===== src/rtl/random_range.sv =====
// random_range: turns raw LFSR output into an integer in [0, RANGE) over a req/valid handshake.
// Define RANDOM_RANGE_REJECT_EN for unbiased rejection sampling; otherwise a plain modulo is used.
module random_range #(
   parameter int NUM_BITS  = 8,
   parameter int RANGE     = 6,
   parameter int MAX_TRIES = 16,
   localparam int VAL_W    = ($clog2(RANGE) < 1) ? 1 : $clog2(RANGE)
) (
   input  logic                clk_i,
   input  logic                rst_i,
   input  logic                req_i,
   input  logic                seed_req_i,
   input  logic [NUM_BITS-1:0] lfsr_data_i,
   output logic                lfsr_en_o,
   output logic                lfsr_seed_o,
   output logic [NUM_BITS-1:0] lfsr_seed_data_o,
   output logic                busy_o,
   output logic                valid_o,
   output logic [VAL_W-1:0]    value_o,
   output logic                fallback_o
);

   // IDLE wait | SEED load LFSR | STEP advance LFSR | CHECK accept or retry | OUT valid pulse
   typedef enum logic [2:0] {
      S_IDLE,
      S_SEED,
      S_STEP,
      S_CHECK,
      S_OUT
   } state_t;

   localparam logic [NUM_BITS-1:0] RANGE_N = RANGE[NUM_BITS-1:0];

   if (NUM_BITS < 3 || NUM_BITS > 32 || RANGE < 2 || MAX_TRIES < 1) begin : g_param_check
      $error("random_range: illegal parameter set");
   end

   state_t              state, state_nxt;
   logic [NUM_BITS-1:0] seed_cnt;
   logic [NUM_BITS-1:0] residue;
   logic                accept;

   assign residue = lfsr_data_i % RANGE_N;

`ifdef RANDOM_RANGE_REJECT_EN
   localparam longint unsigned SPAN    = 64'd1 << NUM_BITS;
   localparam longint unsigned LIMIT_L = (SPAN / 64'(RANGE)) * 64'(RANGE);
   localparam logic [NUM_BITS:0] LIMIT = LIMIT_L[NUM_BITS:0];
   localparam int TRY_W = $clog2(MAX_TRIES + 1);

   logic [TRY_W-1:0] try_cnt;
   logic             in_limit;
   logic             last_try;

   assign in_limit = {1'b0, lfsr_data_i} < LIMIT;
   assign last_try = try_cnt == TRY_W'(MAX_TRIES);
   assign accept   = in_limit | last_try;

   always_ff @(posedge clk_i or posedge rst_i) begin
      if (rst_i) begin
         try_cnt    <= '0;
         fallback_o <= 1'b0;
      end else begin
         if (state == S_IDLE && !seed_req_i && req_i)
            try_cnt <= TRY_W'(1);
         else if (state == S_CHECK && !accept)
            try_cnt <= try_cnt + 1'b1;
         if (state == S_CHECK && accept)
            fallback_o <= !in_limit;
      end
   end
`else
   assign accept     = 1'b1;
   assign fallback_o = 1'b0;
`endif

   always_ff @(posedge clk_i or posedge rst_i) begin
      if (rst_i)
         state <= S_IDLE;
      else
         state <= state_nxt;
   end

   always_comb begin
      state_nxt = state;
      case (state)
         S_IDLE: begin
            if (seed_req_i)
               state_nxt = S_SEED;
            else if (req_i)
               state_nxt = S_STEP;
         end
         S_SEED:  state_nxt = S_IDLE;
         S_STEP:  state_nxt = S_CHECK;
         S_CHECK: state_nxt = accept ? S_OUT : S_STEP;
         S_OUT:   state_nxt = S_IDLE;
         default: state_nxt = S_IDLE;
      endcase
   end

   // All-ones is the XNOR LFSR lock-up state, so it is never used as a seed.
   always_ff @(posedge clk_i or posedge rst_i) begin
      if (rst_i) begin
         seed_cnt         <= '0;
         lfsr_seed_data_o <= '0;
         value_o          <= '0;
      end else begin
         seed_cnt <= seed_cnt + 1'b1;
         if (state == S_IDLE && seed_req_i)
            lfsr_seed_data_o <= (&seed_cnt) ? '0 : seed_cnt;
         if (state == S_CHECK && accept)
            value_o <= residue[VAL_W-1:0];
      end
   end

   assign busy_o      = state != S_IDLE;
   assign valid_o     = state == S_OUT;
   assign lfsr_en_o   = (state == S_SEED) || (state == S_STEP);
   assign lfsr_seed_o = state == S_SEED;

endmodule

===== config.mk =====
export PLATFORM = sky130hd
export DESIGN_NAME = random_range
export DESIGN_NICKNAME = d
export VERILOG_FILES = /design/src/rtl/random_range.sv
export SDC_FILE = /design/constraint.sdc
export NUM_CORES = 1
export LEC_CHECK = 0
export ABC_AREA = 1
export BUFFER_PORTS_ARGS = -buffer_cell sky130_fd_sc_hd__clkbuf_2
export CORE_MARGIN = 4
export CORE_UTILIZATION = 40
export DETAILED_ROUTE_END_ITERATION = 10
export PLACE_DENSITY = 0.69
export SETUP_SLACK_MARGIN = 0.4
export SYNTH_ARGS = -nofsm -noshare
export SYNTH_HDL_FRONTEND = slang
export SYNTH_SLANG_ARGS = --single-unit

===== constraint.sdc =====
create_clock -name clk_i -period 3.5 [get_ports clk_i]
set_clock_uncertainty 0.05 [all_clocks]
set_input_delay 0.525 -clock clk_i [delete_from_list [all_inputs] [get_ports clk_i]]
set_output_delay 0.525 -clock clk_i [all_outputs]
set_load 0.02 [all_outputs]

==> results.py <==
metrics = {
    "clock_network": {
        "cts_root_buf": "clkbuf_4",
        "post_cts_resized": 0,
        "path_clk_slew_ns": 0.13,
        "insertion_delay_ns": 0.31,
        "cts.sinks": 22,
        "hold_buffers": 0,
        "cts_buffers": 3,
        "cts_buffer_depth": 2,
        "cts_max_level": 1,
        "tritoncts": "built",
        "post-cts-setup-buffers": 0,
    },
    "worst_setup_path": {
        "cp_top_family": "flip-flops",
        "crit_path_max_fanout": 4,
        "crit_slowest_cell": "dfrtp_1",
        "arrival_ns": 1.27,
        "end_kind": "primary output",
        "start_kind": "flop",
        "critical_path_class": "flop to primary output",
        "cp_num_buf_inv": 2,
        "slowest_delay_ns": 0.43,
        "cp_cell_sequence": "inv_1 > nand2_1 > o21ai_0 > clkbuf_2",
        "cp.required_ns": 2.92,
    },
    "global_route": {
        "grt.total_usage_pct": 12.3,
        "grt_max_degree": 23,
        "grt_pass1_vias": 862,
        "grt_pass1_wl_um": 3510,
        "antenna_found_initial": 0,
        "grt-ovfl-total": 0,
    },
    "synthesis": {
        "avgSynthCellArea_um2": 8.06,
        "yosysSeqAreaShare_pct": 48.8,
        "synth_top_family_by_area": "simple AND/OR/NAND/NOR gates",
        "synth_cell_types": 21,
        "synth_compound_area_share_pct": 2.00,
        "yosys.area_share.simple_pct": 34.4,
        "syn_area_mm2": 0.00113,
        "ys_ff_latch": 22,
        "synth_cells": 140,
        "syn_nets": 153,
        "synth_adder_area_share_pct": 1.11,
        "muxShareOfSynthArea_pct": 0,
        "yosys.area_share.xor_xnor_pct": 4.66,
        "synth_warnings": 0,
    },
    "die": {
        "coreArea_mm2": 0.00259,
        "fp.dieH_um": 61.1,
        "ios": 28,
        "die_w_um": 61.1,
        "dieArea_mm2": 0.00374,
        "initial_core_util_pct": 43.6,
        "core.rowCount": 18,
    },
    "place": {
        "hpwl_um": 1610,
        "gp_congestion": 0.752,
        "dpl_worst_slack_ns": 1.68,
        "placed_cell_area_mm2": 0.00129,
        "numPortBuffers": 26,
    },
    "timing": {
        "maxSlewHeadroom_pct": 45.0,
        "final_hold_viol_count": 0,
        "fmax_mhz": 541,
        "tightest_slew_ns": 0.824,
        "rsz0062_at_grt": "false",
        "final-setup-viol-count": 0,
        "tns_ns": 0,
        "drv_slew": 0,
        "period_share_pct": 52.8,
        "period_minus_slack_ns": 1.85,
        "setup_slack_ns": 1.65,
    },
    "drt": {
        "ant_nets": 0,
        "drt_pass1_iterations": 4,
        "drtIter0Drc": 17,
        "vias": 930,
        "wl_per_cell_um": 10.2,
        "wl_um": 2030,
        "drc": 0,
        "viasPerCell": 4.67,
    },
    "cells_and_area": {
        "finish.utilization_pct": 51.8,
        "nets": 183,
        "final_cell_mix": "nand2_1, clkbuf_2, dfrtp_1",
        "drive_above_1_share_pct": 27.2,
        "fin_area_mm2": 0.00134,
        "final_common_cell": "nand2_1",
        "syn2layout_area_growth_pct": 18.8,
        "antenna_cells": 0,
        "fill_cells": 243,
    },
    "run": {
        "maxCapViolCount": 0,
    },
    "hold_path": {
        "hp-class": "primary input to async pin",
    },
    "power": {
        "power.leakage_nw": 0.781,
        "ir_worst_vdd_mv": 0.457,
        "powerDensity_mw_per_mm2": 693,
    },
    "run_status": {
        "outcome": "complete, no violations",
    },
}
[routing by layer]
layer / track usage (%) / share of wire (%)
met1: 15.5 / 45
met2: 20.7 / 49
met3: 1.89 / 4.1
met4: 5.57 / 1.8
met5: 0 / 0
[final timing paths]
check / start / end / slack (ns) / cells past startpoint
max: state[1] / lfsr_en_o / 1.65 / 4
min: rst_i / seed_cnt[3] / 0.28 / 2
max reg2reg: seed_cnt[0] / lfsr_seed_data_o[5] / 1.98 / 6
min reg2reg: seed_cnt[0] / seed_cnt[0] / 0.43 / 1
max in group asynchronous: rst_i / state[2] / 2.60 / 2
min in group clk_i: lfsr_data_i[0] / value_o[0] / 0.36 / 3
[power breakdown]
| group | switching, mW | internal (mW) | leakage [nW] |
|---|---|---|---|
| clock network | 0.0780 | 0.116 | 0.0279 |
| logic | 0.253 | 0.119 | 0.478 |
| registers | 0.0447 | 0.319 | 0.274 |
| total | 0.376 | 0.554 | 0.781 |
[state kept, by name, summed over array words and instances (netlist names)]
name,flops
value_o,3
lfsr_seed_data_o,8
state,3
seed_cnt,8
[stage by stage]
step / cells / power (mW) / hold slack (ns)
finish: 199 / 0.930 / 0.280
global route: 199 / 0.995 / 0.351
CTS: 199 / 0.941 / 0.315
detailed placement: 195 / 0.748 / 0.416
global placement: 195 / 0.736 / 0.407
floorplan: 140 / 0.625 / 0.393
[cell usage after synthesis]
cell,n,area share (%)
nand4_1,2,1.1
nand2_2,4,2.2
nor2_1,2,0.67
nand3_1,20,8.9
buf_4,1,0.67
conb_1,1,0.33
nor3_4,1,1.4
clkinv_2,1,0.44
inv_1,18,6.0
dfrtp_1,22,49
xor2_1,4,3.1
o21ai_1,1,0.44
ha_1,1,1.1
nand3_2,4,3.5
nor3_1,3,1.3
nor2_2,1,0.55
inv_2,5,1.7
nand2_1,44,15
o21ai_0,2,0.89
xnor2_1,2,1.6
o31ai_1,1,0.67
[cell type report]
| cell class | count | area, um^2 | area share (%) |
|---|---|---|---|
| multi-input cells | 93 | 479 | 35.7 |
| clock buffers | 3 | 22.5 | 1.68 |
| flip-flops and latches | 22 | 551 | 41.0 |
| repair buffers | 26 | 130 | 9.70 |
| well taps | 30 | 37.5 | 2.80 |
| clock inverters | 1 | 30.0 | 2.24 |
| inverters | 24 | 91.3 | 6.81 |
[kinds of logic (layout without fill, tap and decap cells)]
logic type,count (synthesis),after routing
AO/OA/AOI/OAI,4,4
other,1,1
adder cells (fa/ha/maj),1,1
XOR/XNOR,6,6
buffers and inverters,25,54
flip-flops,22,22
AND/OR/NAND/NOR,81,81
Note: power is estimated with default switching activity, not from simulation.
